File: config.mk
export PLATFORM = sky130hd
export DESIGN_NAME = row_writer_flat
export DESIGN_NICKNAME = d
export VERILOG_FILES = /design/src/rtl/bus_pkg.sv /design/src/rtl/row_writer_if.sv /design/src/rtl/row_serializer.sv /design/src/rtl/row_writer.sv /design/src/flat_wrapper.sv
export SDC_FILE = /design/constraint.sdc
export NUM_CORES = 1
export LEC_CHECK = 0
export CORE_ASPECT_RATIO = 1.4
export CORE_MARGIN = 1.5
export CORE_UTILIZATION = 52
export CTS_BUF_LIST = sky130_fd_sc_hd__clkbuf_4
export CTS_CLUSTER_DIAMETER = 150
export DETAILED_ROUTE_END_ITERATION = 7
export HOLD_SLACK_MARGIN = 0.08
export PLACE_DENSITY = 0.83
export SYNTH_ARGS = -nofsm -noshare
export SYNTH_HDL_FRONTEND = slang
export SYNTH_SLANG_ARGS = --single-unit
File: constraint.sdc
create_clock -name clk -period 2.8 [get_ports clk]
set_input_delay 0.42 -clock clk [delete_from_list [all_inputs] [get_ports clk]]
set_output_delay 0.42 -clock clk [all_outputs]
set_load 0.05 [all_outputs]
File: src/rtl/bus_pkg.sv
// Shared row-bus definitions: default image geometry and the row_writer state encoding.
// The ROM-read side of the row bus uses the same package.
package bus_pkg;

    localparam int BIT_WIDTH_DEF  = 16;
    localparam int IM_SIZE_DEF    = 28;
    localparam int FRAME_ROWS_DEF = 28;

    typedef enum logic [1:0] {
        IDLE,
        WRITE,
        DONE
    } rw_state_t;

endpackage

File: src/rtl/row_writer_if.sv
// Row-in handshake plus single-pixel RAM write port of the feature-map writer.
// The slave side is the row_writer itself; the master side is the producer/RAM environment.
interface row_writer_if #(
    parameter int bitWidth   = bus_pkg::BIT_WIDTH_DEF,
    parameter int im_size    = bus_pkg::IM_SIZE_DEF,
    parameter int addr_width = 11
);

    logic                        row_valid;
    logic                        row_ready;
    logic [bitWidth*im_size-1:0] row_in;
    logic                        ram_we;
    logic [addr_width-1:0]       ram_addr;
    logic [bitWidth-1:0]         ram_data;

    modport master (
        output row_valid,
        output row_in,
        input  row_ready,
        input  ram_we,
        input  ram_addr,
        input  ram_data
    );

    modport slave (
        input  row_valid,
        input  row_in,
        output row_ready,
        output ram_we,
        output ram_addr,
        output ram_data
    );

endinterface

File: src/rtl/row_serializer.sv
// Row buffer and column counter: holds one latched row and presents its pixels
// oldest-first (highest element index first), flagging the final column.
module row_serializer import bus_pkg::*; #(
    parameter int bitWidth = BIT_WIDTH_DEF,
    parameter int im_size  = IM_SIZE_DEF
) (
    input  logic                        clk,
    input  logic                        rst,
    input  logic                        clear,
    input  logic                        load,
    input  logic                        advance,
    input  logic [bitWidth*im_size-1:0] row_in,
    output logic [bitWidth-1:0]         pixel,
    output logic                        last_col
);

    localparam int COL_W = (im_size > 1) ? $clog2(im_size) : 1;
    localparam logic [COL_W-1:0] LAST = COL_W'(im_size - 1);

    logic [bitWidth*im_size-1:0] row_q;
    logic [COL_W-1:0]            col_q;
    logic [COL_W-1:0]            sel;

    // Column 0 maps to element im_size-1, undoing the reader's shift order.
    assign sel      = LAST - col_q;
    assign pixel    = row_q[sel*bitWidth +: bitWidth];
    assign last_col = (col_q == LAST);

    always_ff @(posedge clk) begin
        if (rst) begin
            row_q <= '0;
            col_q <= '0;
        end else if (clear) begin
            col_q <= '0;
        end else if (load) begin
            row_q <= row_in;
            col_q <= '0;
        end else if (advance) begin
            col_q <= last_col ? '0 : col_q + COL_W'(1);
        end
    end

endmodule

File: src/rtl/row_writer.sv
// Serialises accepted image rows into single-pixel RAM writes with an auto-incrementing
// address and pulses frame_done one cycle after the last pixel of each frame.
module row_writer import bus_pkg::*; #(
    parameter int bitWidth   = BIT_WIDTH_DEF,
    parameter int im_size    = IM_SIZE_DEF,
    parameter int frame_rows = FRAME_ROWS_DEF,
    parameter int addr_width = 11,
    parameter int base_addr  = 0
) (
    input  logic       clk,
    input  logic       rst,
    input  logic       en,
    input  logic       frame_restart,
    row_writer_if.slave bus,
    output logic       busy,
    output logic       frame_done
);

    localparam int RC_W = $clog2(frame_rows + 1);
    localparam logic [addr_width-1:0] BASE     = addr_width'(base_addr);
    localparam logic [RC_W-1:0]       LAST_ROW = RC_W'(frame_rows - 1);

    rw_state_t             state_q, state_d;
    logic [addr_width-1:0] ptr_q, ptr_d;
    logic [RC_W-1:0]       row_cnt_q, row_cnt_d;
    logic                  we_q, we_d;
    logic [addr_width-1:0] addr_q, addr_d;
    logic [bitWidth-1:0]   data_q, data_d;
    logic                  busy_q, busy_d;
    logic                  done_q, done_d;

    logic                  row_ready;
    logic                  load;
    logic                  advance;
    logic [bitWidth-1:0]   pixel;
    logic                  last_col;

    row_serializer #(
        .bitWidth (bitWidth),
        .im_size  (im_size)
    ) u_ser (
        .clk      (clk),
        .rst      (rst),
        .clear    (frame_restart),
        .load     (load),
        .advance  (advance),
        .row_in   (bus.row_in),
        .pixel    (pixel),
        .last_col (last_col)
    );

    assign row_ready     = (state_q == IDLE) & en & ~frame_restart & ~rst;
    assign bus.row_ready = row_ready;
    assign bus.ram_we    = we_q;
    assign bus.ram_addr  = addr_q;
    assign bus.ram_data  = data_q;
    assign busy          = busy_q;
    assign frame_done    = done_q;

    always_ff @(posedge clk) begin
        if (rst) begin
            state_q   <= IDLE;
            ptr_q     <= BASE;
            row_cnt_q <= '0;
            we_q      <= 1'b0;
            addr_q    <= BASE;
            data_q    <= '0;
            busy_q    <= 1'b0;
            done_q    <= 1'b0;
        end else begin
            state_q   <= state_d;
            ptr_q     <= ptr_d;
            row_cnt_q <= row_cnt_d;
            we_q      <= we_d;
            addr_q    <= addr_d;
            data_q    <= data_d;
            busy_q    <= busy_d;
            done_q    <= done_d;
        end
    end

    always_comb begin
        state_d   = state_q;
        ptr_d     = ptr_q;
        row_cnt_d = row_cnt_q;
        we_d      = 1'b0;
        addr_d    = addr_q;
        data_d    = data_q;
        busy_d    = busy_q;
        done_d    = 1'b0;
        load      = 1'b0;
        advance   = 1'b0;

        // Restart outranks every state action, including a pending DONE pulse.
        if (frame_restart) begin
            state_d   = IDLE;
            ptr_d     = BASE;
            row_cnt_d = '0;
            busy_d    = 1'b0;
        end else begin
            case (state_q)
                IDLE: begin
                    if (bus.row_valid && row_ready) begin
                        load    = 1'b1;
                        busy_d  = 1'b1;
                        state_d = WRITE;
                    end
                end
                WRITE: begin
                    if (en) begin
                        advance = 1'b1;
                        we_d    = 1'b1;
                        addr_d  = ptr_q;
                        data_d  = pixel;
                        ptr_d   = ptr_q + addr_width'(1);
                        if (last_col) begin
                            row_cnt_d = row_cnt_q + RC_W'(1);
                            busy_d    = 1'b0;
                            state_d   = (row_cnt_q == LAST_ROW) ? DONE : IDLE;
                        end
                    end
                end
                DONE: begin
                    done_d    = 1'b1;
                    ptr_d     = BASE;
                    row_cnt_d = '0;
                    state_d   = IDLE;
                end
                default: begin
                    state_d = IDLE;
                end
            endcase
        end
    end

endmodule

File: src/flat_wrapper.sv
// flat-port wrapper written by rule: the top's interface ports become plain ports
module row_writer_flat import bus_pkg::*;
#(
    parameter int bitWidth   = BIT_WIDTH_DEF,
    parameter int im_size    = IM_SIZE_DEF,
    parameter int frame_rows = FRAME_ROWS_DEF,
    parameter int addr_width = 11,
    parameter int base_addr  = 0
)
  (clk, rst, en, frame_restart, busy, frame_done, bus_row_valid, bus_row_in, bus_row_ready, bus_ram_we, bus_ram_addr, bus_ram_data);
  row_writer_if #(.bitWidth(bitWidth), .im_size(im_size), .addr_width(addr_width)) bus_i ();
  input  logic clk;
  input  logic rst;
  input  logic en;
  input  logic frame_restart;
  output logic busy;
  output logic frame_done;
  input wire logic [$bits(bus_i.row_valid)-1:0] bus_row_valid;
  input wire logic [$bits(bus_i.row_in)-1:0] bus_row_in;
  output wire logic [$bits(bus_i.row_ready)-1:0] bus_row_ready;
  output wire logic [$bits(bus_i.ram_we)-1:0] bus_ram_we;
  output wire logic [$bits(bus_i.ram_addr)-1:0] bus_ram_addr;
  output wire logic [$bits(bus_i.ram_data)-1:0] bus_ram_data;
  assign bus_i.row_valid = bus_row_valid;
  assign bus_i.row_in = bus_row_in;
  assign bus_row_ready = bus_i.row_ready;
  assign bus_ram_we = bus_i.ram_we;
  assign bus_ram_addr = bus_i.ram_addr;
  assign bus_ram_data = bus_i.ram_data;
  row_writer #(.bitWidth(bitWidth), .im_size(im_size), .frame_rows(frame_rows), .addr_width(addr_width), .base_addr(base_addr)) u_core (.clk(clk), .rst(rst), .en(en), .frame_restart(frame_restart), .bus(bus_i), .busy(busy), .frame_done(frame_done));
endmodule
Yosys cells after proc, flatten, opt, wreduce, memory -nomap -nowiden
Index checks and enable logic that the tools add are counted.
- mux-type cells: 22
- equality and inequality tests: 7
- $mul: 0
- shift-type cells: 1
- bitwise logic cells: 5
- reduce and logical (&&, ||, !) cells: 12
- order comparisons: 0
- div/mod/pow operators: 0
- $add $sub $neg: 4
- operators with widths (kind ; count):
    $shiftx A448 B10 Y16 ; 1
    $pmux W11 S2 ; 1
    $mux W5 ; 3
    $add A11 B1 Y11 const B ; 1
    $mux W11 ; 1
    $add A5 B1 Y5 const B ; 2
    $eq A5 B5 Y1 const B ; 2
    $mux W1 ; 10
    $pmux W5 S2 ; 1
    $reduce_and A3 Y1 ; 3
    $mux W2 ; 4
    $ne A2 B2 Y1 const B ; 3
    $sub A5 B5 Y5 const A ; 1
    $pmux W2 S2 ; 1
    $reduce_and A2 Y1 ; 2
    $reduce_and A4 Y1 ; 1
    $reduce_bool A2 Y1 ; 2
    $and A1 B1 Y1 ; 3
    $reduce_or A3 Y1 ; 1
    $eq A2 B1 Y1 const B ; 1
    $eq A2 B2 Y1 const B ; 1
    $logic_not A2 Y1 ; 1
    $not A1 Y1 ; 2
    $pmux W1 S2 ; 1
    2 further kinds ; 2
- output and inout port bits: 31
- word-level logic and storage cells: 61
- memory bits (writable): 0
- bits in latches: 0
- memories kept: 0
- memory bits (read-only): 0
- bits in registers: 501
- input port bits: 453

Logic depth before layout (Yosys ltp)
Gate-level depths: netlist (run 1).
- depth in word-level cells: 9
- gate-level depth with buffers: 12
- gate-level depth less buffers: 6

Hierarchy
From an unflattened synthesis (run 1), not the netlist that was laid out.
- cell total of the unflattened synthesis: 2523
- area, all modules: 21076.5 µm²
- by module, submodules not included (module ; cells each ; seq. area each (µm²) ; instances ; area an instance (µm²)):
    row_serializer ; 2279 ; 9068.7 ; 1 ; 19105.8
    row_writer ; 244 ; 960.9 ; 1 ; 1970.6

Least setup slack after synthesis (run 1)
Ideal clock, no wire load.
- path type: register to register
- start: register u_core.u_ser.col_q[2]
- end: register u_core.data_q[11], in the netlist u_core.bus.ram_data[11]
- path buffers: 6
- setup slack: 0.401 ns
- stages on the path, launching flop included: 13
- library setup time: 0.127 ns
- arrival: 2.272 ns
- cell sequence: dfxtp_1 > buf_6 > buf_12 > buf_12 > buf_6 > inv_1 > ha_1 > inv_1 > or3_1 > buf_2 > buf_2 > o221ai_1 > nor4_2
- cells in the longest elaborated chain, start to end: 2
- ends and longest elaborated chain (what ; RTL line ; RTL):
    from (decl) ; row_serializer.sv:21 ; logic [COL_W-1:0] col_q;
    from (signal assigned) ; row_serializer.sv:39 ; col_q <= last_col ? '0 : col_q + COL_W'(1);
    $sub A5 B5 Y5 ; row_serializer.sv:25 ; assign sel = LAST - col_q;
    $shiftx A448 B10 Y16 ; row_serializer.sv:26 ; assign pixel = row_q[sel*bitWidth +: bitWidth];
    to (signal assigned) ; row_writer.sv:76 ; data_q <= data_d;
    to (decl) ; row_writer.sv:28 ; logic [bitWidth-1:0] data_q, data_d;
Every way passes these cells.
A chain may end at the register's enable or synchronous reset.

Final worst setup path (run 1)
- start: register u_core.state_q[1]
- end: output port bus_row_ready
- cells in the longest elaborated chain, start to end: 4
- ends and longest elaborated chain (what ; RTL line ; RTL):
    from (decl) ; row_writer.sv:23 ; rw_state_t state_q, state_d;
    from (signal assigned) ; row_writer.sv:71 ; state_q <= state_d;
    $logic_not A2 Y1 ; row_writer.sv:52 ; assign row_ready = (state_q == IDLE) & en & ~frame_restart & ~rst;
    $and A1 B1 Y1 (3 in a row) ; row_writer.sv:52 ;
    to (decl) ; flat_wrapper.sv:20 ; output wire logic [$bits(bus_i.row_ready)-1:0] bus_row_ready;
Every way passes these cells.

==> run_results.csv, run 1 <==
group,metric,value,unit
cells_and_area,drive_gt1_share,9.04,%
sta,grt_setup_unrepaired,"no",
critical_path,path_buf_inv,1,
yosys,netlist-cell-type-count,49,
routing,drt-total-wl,73200,um
hold_path,worstHoldPathType,"in -> reg",
yosys,syn_inst,2599,
global_routing,grt_pass1_vias,20700,
clock_tree,cts_tree,"built",
clock_tree,cts_sinks,501,
yosys,synth_area,21400,um^2
critical_path,worstSetupPathType,"reg -> out",
critical_path,crit_path_max_fanout,20,
outcome,status,"finished with violations",
floorplan,die_w,174,um
cells_and_area,layout.cells.non_filler,3689,
critical_path,path_cells,"nor2_1 -> and3_1 -> buf_4",
yosys,synth-edff-count,0,
critical_path,cp_top_family,"flip-flops",
routing,avgViaCountPerCell,5.62,
yosys,ys.warnings.count,0,
sta,tns,0,ps
job,maxCapViolCount,0,
sta,timing.final.hold_violations,0,
routing,final_antenna_net_count,0,
placed_design,place_inst,3451,
critical_path,critical_path_arrival,2230,ps
yosys,syn-num-nets,3057,
yosys,seq_area_frac_synth,47.0,%
clock_tree,clock_latency,830,ps
outcome,violations,"DRC",
global_routing,grt_pass1_wl,110000,um
critical_path,r2r_slack,410,ps
sta,max_slew_margin,37.3,%
placed_design,gp_congestion,0.944,
sta,timing.fmax,377,MHz
critical_path,cp.required,2380,ps
cells_and_area,nNetsFinal,3514,
clock_tree,cts-resized-gates,0,
yosys,synth_top_family_by_area,"simple AND/OR/NAND/NOR gates",
floorplan,core-area,40400,um^2
critical_path,end_kind,"output pin",
yosys,synthSimpleGateAreaFrac,19.2,%
global_routing,overflow,0,
clock_tree,cts_made_buffers,116,
yosys,async_reset_ff_share,0,%
power_and_ir_drop,ir_worst_vdd,299,uV
cells_and_area,most-common-layout-cells,"nand2_1, dfxtp_1, a21oi_1",
routing,wl_per_cell,19.8,um
sta,finalSetupViolCount,0,
routing,drt_drc_violations_left,1,
yosys,synth_ff_type,"dfxtp_1",
clock_tree,cts_max_path_buffers,3,
floorplan,rows,87,
placed_design,place_hpwl,53400,um
clock_tree,ctsRootBufferMaster,"clkbuf_4",
yosys,yosys-mux-area-fraction,11.0,%
power_and_ir_drop,power_density,511,nW/um^2
global_routing,grt_max_degree,206,
yosys,synth_xor_area_share,0.650,%
placed_design,io_buffers,483,
global_routing,antenna_found_initial,4,
critical_path,start_kind,"register",
routing,drt_pass1_iterations,8,
routing,num_vias,20700,
clock_tree,clkTransAtPathRegs,80,ps
clock_tree,post-cts-setup-buffer-count,0,
sta,fin_crit_sh,94.8,%
placed_design,dpl_worst_slack,259,ps
global_routing,gr-usage-all-layers,33.5,%
clock_tree,cts_max_level,3,
floorplan,die_h,243,um
critical_path,cpMaxStageDelayCell,"dfxtp_1",
floorplan,die_area,42300,um^2
yosys,synth-adder-area-share,0.293,%
yosys,ys_ff_latch,501,
floorplan,initial_core_util,52.9,%
cells_and_area,final_common_cell,"nand2_1",
cells_and_area,area_delta_synth_final,31.5,%
sta,finalClockSkew,47.9,ps
critical_path,cpPeakStageDelay,790,ps
clock_tree,cts_hold_buf,21,
yosys,synth-compound-area-share,16.4,%
floorplan,io_pins,484,
sta,min_period,2650,ps
routing,drt_iter0_drc,1905,
yosys,synth_area_per_cell,8.22,um^2
sta,slew_viol_final,0,
power_and_ir_drop,power_leakage,9.38,nW
sta,setup_ws,146,ps
sta,worst_slew_pin_slew,940,ps
tightest hold or removal path: stages:
cell,delay (ps)
clkdlybuf4s50_1,400
nand2_1,60
a21oi_1,50
cell usage after synthesis (4+ instances only):
cell,number,share of area [%]
nor3_1,4,0.094
a2111oi_1,6,0.28
o221ai_1,16,0.66
buf_1,4,0.070
nor4_2,7,0.41
inv_1,7,0.12
nand2_1,932,16
nor2b_1,19,0.56
buf_6,5,0.26
o21ai_0,5,0.12
dfxtp_1,501,47
clkbuf_1,110,1.9
a21oi_1,497,12
buf_12,9,0.84
nor4_1,11,0.32
o22ai_1,16,0.47
a211oi_1,17,0.60
buf_2,83,1.9
nand3_1,8,0.19
xnor2_1,11,0.45
mux4_2,26,2.7
nand4_1,5,0.15
a22oi_1,67,2.4
nor2_1,21,0.37
buf_4,9,0.32
mux4_1,6,0.74
nand2b_1,4,0.12
mux2i_1,161,7.5
ha_1,5,0.29
worst paths after layout:
path / to / from / depth (start not counted)
min: u_core.u_ser.row_q[137] / bus_row_in[137] / 3
min reg2reg: u_core.u_ser.row_q[22] / u_core.u_ser.row_q[22] / 2
max reg2reg: u_core.bus.ram_data[6] / u_core.state_q[0] / 4
max: bus_row_ready / u_core.state_q[1] / 3
logic make-up (layout without fill, tap and decap cells):
| family | Yosys count | count (layout) |
|---|---|---|
| buf+inv | 228 | 780 |
| other cells | 0 | 4 |
| fa+ha+maj | 5 | 5 |
| mux | 193 | 193 |
| compound gates | 630 | 630 |
| simple gates | 1027 | 1027 |
| xor+xnor | 15 | 15 |
| flops | 501 | 501 |
registers in the layout, summed over array words and instances (netlist names):
register and count:
u_core.u_ser.row_q 448, u_core.bus.ram_data 16, u_core.bus.ram_addr 11, u_core.ptr_q 11
u_core.row_cnt_q 5, u_core.u_ser.col_q 5, u_core.state_q 2, u_core.bus.ram_we 1
u_core.busy 1, u_core.frame_done 1
power by group:
part / leakage, nW / internal, mW / switching (mW)
Sequential: 4.05 / 7.26 / 0.0756
Combinational: 4.46 / 0.745 / 0.549
Clock: 0.864 / 2.81 / 2.93
routing by layer:
layer,vias to the layer above,global-route usage [%],routed length (um)
met4,0,25.5,5570
li1,9792,-,-
met2,1083,57.1,35700
met3,248,6.19,5480
met1,9605,36.9,26500
met5,-,0,0
layout make-up:
class	instances	area, um^2
Fill cell	3154	12300
Multi-Input combinational cell	1870	10200
Sequential cell	501	10000
Timing Repair Buffer	560	5710
Clock buffer	172	1290
Tap cell	534	668
Clock inverter	41	174
Inverter	7	26.3
Antenna cell	4	10.0
per-stage QoR:
step | power, mW | cell area (um^2) | hold WS, ps | utilization, %
after floorplan | 7.88 | 21400 | 432 | -
after global placement | 8.73 | 26400 | 439 | 65.4
after detailed placement | 8.74 | 26400 | 445 | 65.4
after CTS | 14.4 | 28100 | 80.7 | 69.5
after global routing | 14.9 | 28100 | 98.6 | 69.6
final | 14.4 | 28100 | 132 | 69.6
(Power assumes the default switching activity.)
==> run 2, diff against run 1 <==
- CORE_UTILIZATION: 52 -> 61
- DONT_BUFFER_PORTS: not set -> 1
- PLACE_DENSITY: 0.83 -> 0.78
==> run_results.csv, run 2 <==
group,metric,value,unit
outcome,status,"did not finish",
outcome,stop_stage,"4_1_cts",
outcome,firstError,"[ERROR RSZ-0060] Max buffer count reached.",
placed_design,io_buffers,0,
clock_tree,ctsRootBufferMaster,"clkbuf_4",
yosys,synthTopCellsByArea,"dfxtp_1, nand2_1, a21oi_1",
yosys,syn-num-nets,3057,
yosys,synth_top_area_share,47.0,%
yosys,synth_top_area_cell,"dfxtp_1",
placed_design,place_hpwl,48500,um
floorplan,initial_core_util,62.2,%
floorplan,die_h,224,um
yosys,netlist-cell-type-count,49,
clock_tree,cts-resized-gates,0,
yosys,seq_area_frac_synth,47.0,%
floorplan,rows,80,
yosys,yosysMostFrequentCell,"nand2_1",
yosys,async_reset_ff_share,0,%
clock_tree,cts_max_level,3,
yosys,synth_ff_type,"dfxtp_1",
clock_tree,cts_made_buffers,114,
clock_tree,cts_sinks,501,
yosys,synth_area_per_cell,8.22,um^2
yosys,synth-edff-count,0,
placed_design,gp_congestion,0.905,
clock_tree,cts_hold_buf,614,
yosys,syn_inst,2599,
yosys,synth_area,21400,um^2
clock_tree,post-cts-setup-buffer-count,0,
clock_tree,cts_max_path_buffers,3,
floorplan,io_pins,484,
yosys,synth_common_cells,"nand2_1, dfxtp_1, a21oi_1",
yosys,ys.warnings.count,0,
floorplan,die_w,161,um
yosys,ys_ff_latch,501,
-- run 2: stage by stage --
step / utilization (%) / cell area (um^2) / setup WS, ps / cells / hold slack, ps
3_5_place_dp: 62.0 / 21300 / 470 / 2871 / 443
3_3_place_gp: 62.0 / 21300 / 473 / 2871 / 437
2_1_floorplan: - / 21400 / 401 / 2599 / 432
-- run 2: kinds of logic after synthesis --
kind of cell / after synthesis / share of synthesized area, %
AND/OR/NAND/NOR: 1027 / 19.2
flip-flops: 501 / 47.0
multiplexers: 193 / 11.0
adder cells (fa/ha/maj): 5 / 0.293
AO/OA/AOI/OAI: 630 / 16.4
buffers and inverters: 228 / 5.52
XOR/XNOR: 15 / 0.650
==> run 3, diff against run 2 <==
- CORE_ASPECT_RATIO: 1.4 -> not set
- CORE_UTILIZATION: 61 -> 40
- CTS_BUF_LIST: sky130_fd_sc_hd__clkbuf_4 -> not set
- CTS_CLUSTER_DIAMETER: 150 -> not set
- HOLD_SLACK_MARGIN: 0.08 -> not set
- PLACE_DENSITY: 0.78 -> not set
- PLACE_DENSITY_LB_ADDON: not set -> 0.15
==> run_results.csv, run 3 (synthesis results as in run 1) <==
group,metric,value,unit
hold_path,worstHoldPathCells,2,
cells_and_area,most-common-layout-cells,"nand2_1, dlygate4sd3_1, dfxtp_1",
hold_path,min_to,"u_core.u_ser.row_q[316]",
sta,timing.fmax,380,MHz
placed_design,gp_congestion,0.895,
critical_path,r2r-start,"u_core.state_q[1]",
cells_and_area,design_area,29800,um^2
floorplan,die_area,54800,um^2
critical_path,end_kind,"register",
floorplan,rows,84,
sta,max_slew_margin,40.6,%
clock_tree,clock_latency,610,ps
critical_path,crit_start,"u_core.state_q[1]",
routing,final_antenna_net_count,0,
placed_design,io_buffers,0,
routing,num_vias,20600,
critical_path,cp_top_family,"buffers and inverters",
floorplan,io_pins,484,
sta,min_period,2630,ps
clock_tree,cts_made_buffers,54,
cells_and_area,area_delta_synth_final,39.5,%
critical_path,cpMaxStageDelayCell,"dfxtp_1",
critical_path,start_kind,"register",
job,maxCapViolCount,0,
critical_path,crit_path_max_fanout,78,
placed_design,place_hpwl,53500,um
power_and_ir_drop,power_leakage,10.8,nW
critical_path,path_buf_inv,3,
global_routing,grt_pass1_wl,120000,um
critical_path,r2r_slack,170,ps
routing,wl_met2,38700,um
critical_path,worstSetupPathType,"reg -> reg",
sta,finalClockSkew,17.1,ps
sta,finalSetupViolCount,0,
critical_path,path_cells,"nor2_1 -> nand4_1 -> buf_12 -> buf_4 -> nand2_1 -> a21oi_1 -> dlygate4sd3_1",
clock_tree,cts_sinks,501,
hold_path,worstHoldPathType,"in -> reg",
critical_path,cpPeakStageDelay,570,ps
cells_and_area,drive_gt1_share,5.53,%
sta,slew_viol_final,0,
routing,drt_pass1_iterations,6,
global_routing,gr-usage-all-layers,29.0,%
floorplan,initial_core_util,40.6,%
global_routing,grt_pass1_vias,20400,
cells_and_area,largest_reg_flops,448,
clock_tree,cts-resized-gates,0,
cells_and_area,n_fill_cell,4637,
routing,avgViaCountPerCell,5.36,
critical_path,critical_path_arrival,3180,ps
clock_tree,cts_max_level,2,
outcome,status,"completed",
cells_and_area,regMostFlops,"u_core.u_ser.row_q",
global_routing,grt_max_degree,290,
clock_tree,clkTransAtPathRegs,60,ps
routing,drt-total-wl,82300,um
critical_path,cp.required,3350,ps
clock_tree,ctsRootBufferMaster,"clkbuf_16",
cells_and_area,multi_input_area,10200,um^2
power_and_ir_drop,power_density,530,nW/um^2
global_routing,antenna_found_initial,7,
placed_design,placed_cell_area,21600,um^2
critical_path,regToRegEndpoint,"u_core.u_ser.row_q[335]",
power_and_ir_drop,ir_worst_vdd,526,uV
sta,fin_crit_sh,94.1,%
floorplan,die_h,234,um
critical_path,r2r_cells,7,
floorplan,core-area,52700,um^2
routing,wl_per_cell,21.4,um
routing,drt_iter0_drc,1627,
hold_path,worstHoldStart,"bus_row_in[316]",
sta,worst_slew_pin_slew,890,ps
sta,hold_slack,6.38,ps
clock_tree,cts_tree,"built",
routing,routedLengthMet1,33300,um
cells_and_area,seq_area,10000,um^2
routing,drt_drc_violations_left,0,
clock_tree,cts_max_path_buffers,3,
floorplan,die_w,234,um
routing,top_layer_used,"met5",
sta,timing.final.hold_violations,0,
cells_and_area,nNetsFinal,3562,
cells_and_area,final_common_cell,"nand2_1",
global_routing,overflow,0,
sta,tns,0,ps
routing,wl_met3,6110,um
sta,grt_setup_unrepaired,"no",
==> run 3: timing repair <==
| item | CTS | global route |
|---|---|---|
| hold buffers | 631 | 0 |
| setup buffers | 0 | 0 |
| hold endpoints to repair | 447 | 0 |
==> run 3: layer usage <==
metal / up-vias / track usage (%)
met5: - / 0
met4: 2 / 14.8
met3: 180 / 7.02
met2: 723 / 47.5
met1: 9862 / 35.4
li1: 9822 / -
==> run 3: worst max path at each step <==
stage	to	slack, ps	cells after the start
final	u_core.u_ser.row_q[335]	170	7
after global routing	u_core.u_ser.row_q[106]	30	7
after CTS	u_core.u_ser.row_q[77]	260	7
after detailed placement	u_core.bus.ram_data[5]	490	5
after global placement	u_core.bus.ram_data[5]	500	5
after floorplan	u_core.bus.ram_data[11]	400	12
==> run 3: power by group <==
part           internal (mW)  leakage [nW]  switching, mW
Combinational          0.578          5.80          0.454
Clock                   4.37         0.907           3.04
Sequential              7.26          4.05         0.0849
==> run 3: final cells by class <==
cell class              count  share of cell area (%)
diodes                      6                  0.0504
clock buffers              84                    5.49
clock inverters            16                   0.634
inverters                   7                  0.0882
multi-input cells        1870                    34.2
flip-flops and latches    501                    33.7
well taps                 688                    2.89
repair buffers            670                    22.9
==> run 3: per-stage QoR <==
step / power, mW / std cells / util [%] / setup WS (ps)
floorplan: 7.88 / 2599 / - / 401
global placement: 7.91 / 3105 / 41.0 / 499
detailed placement: 7.93 / 3105 / 41.0 / 486
CTS: 15.9 / 3836 / 56.6 / 256
global route: 16.3 / 3841 / 56.6 / 27.4
finish: 15.8 / 3842 / 56.6 / 166
==> run 4, diff against run 3 <==
- CTS_BUF_LIST: not set -> sky130_fd_sc_hd__clkbuf_4 sky130_fd_sc_hd__clkbuf_8
==> run_results.csv, run 4 <==
group,metric,value,unit
outcome,status,"did not finish",
outcome,stop_stage,"4_1_cts",
outcome,firstError,"[ERROR RSZ-0060] Max buffer count reached.",
yosys,seq_area_frac_synth,47.0,%
floorplan,initial_core_util,40.6,%
clock_tree,cts_sinks,501,
yosys,synth_top_area_cell,"dfxtp_1",
clock_tree,post-cts-setup-buffer-count,0,
floorplan,rows,84,
floorplan,die_w,234,um
placed_design,gp_congestion,0.895,
yosys,netlist-cell-type-count,49,
yosys,synth_common_cells,"nand2_1, dfxtp_1, a21oi_1",
clock_tree,cts_hold_buf,651,
placed_design,io_buffers,0,
yosys,synth-edff-count,0,
clock_tree,ctsRootBufferMaster,"clkbuf_8",
yosys,ys_ff_latch,501,
clock_tree,cts_max_level,3,
clock_tree,cts_made_buffers,88,
clock_tree,cts-resized-gates,0,
placed_design,place_hpwl,53500,um
yosys,synth_area,21400,um^2
floorplan,io_pins,484,
yosys,synth_ff_type,"dfxtp_1",
yosys,syn-num-nets,3057,
yosys,syn_inst,2599,
yosys,yosysMostFrequentCell,"nand2_1",
yosys,synthTopCellsByArea,"dfxtp_1, nand2_1, a21oi_1",
yosys,ys.warnings.count,0,
yosys,async_reset_ff_share,0,%
yosys,synth_top_area_share,47.0,%
yosys,synth_area_per_cell,8.22,um^2
clock_tree,cts_max_path_buffers,3,
floorplan,die_h,234,um
placed_design,placed_cell_area,21600,um^2
## run 4: cell counts after synthesis
Identical to the previous run, type by type.
## run 4: logic make-up after synthesis
kind of cell	Yosys count	share of synthesized area (%)
adders and majority gates	5	0.293
xor gates and xnor gates	15	0.650
and+or+nand+nor	1027	19.2
AOI/OAI and AO/OA	630	16.4
DFF	501	47.0
buffers and inverters	228	5.52
muxes	193	11.0
## run 4: through the flow
stage / setup slack, ps / hold WS, ps / cells
global placement: 499 / 437 / 3105
floorplan: 401 / 432 / 2599
detailed placement: 486 / 444 / 3105
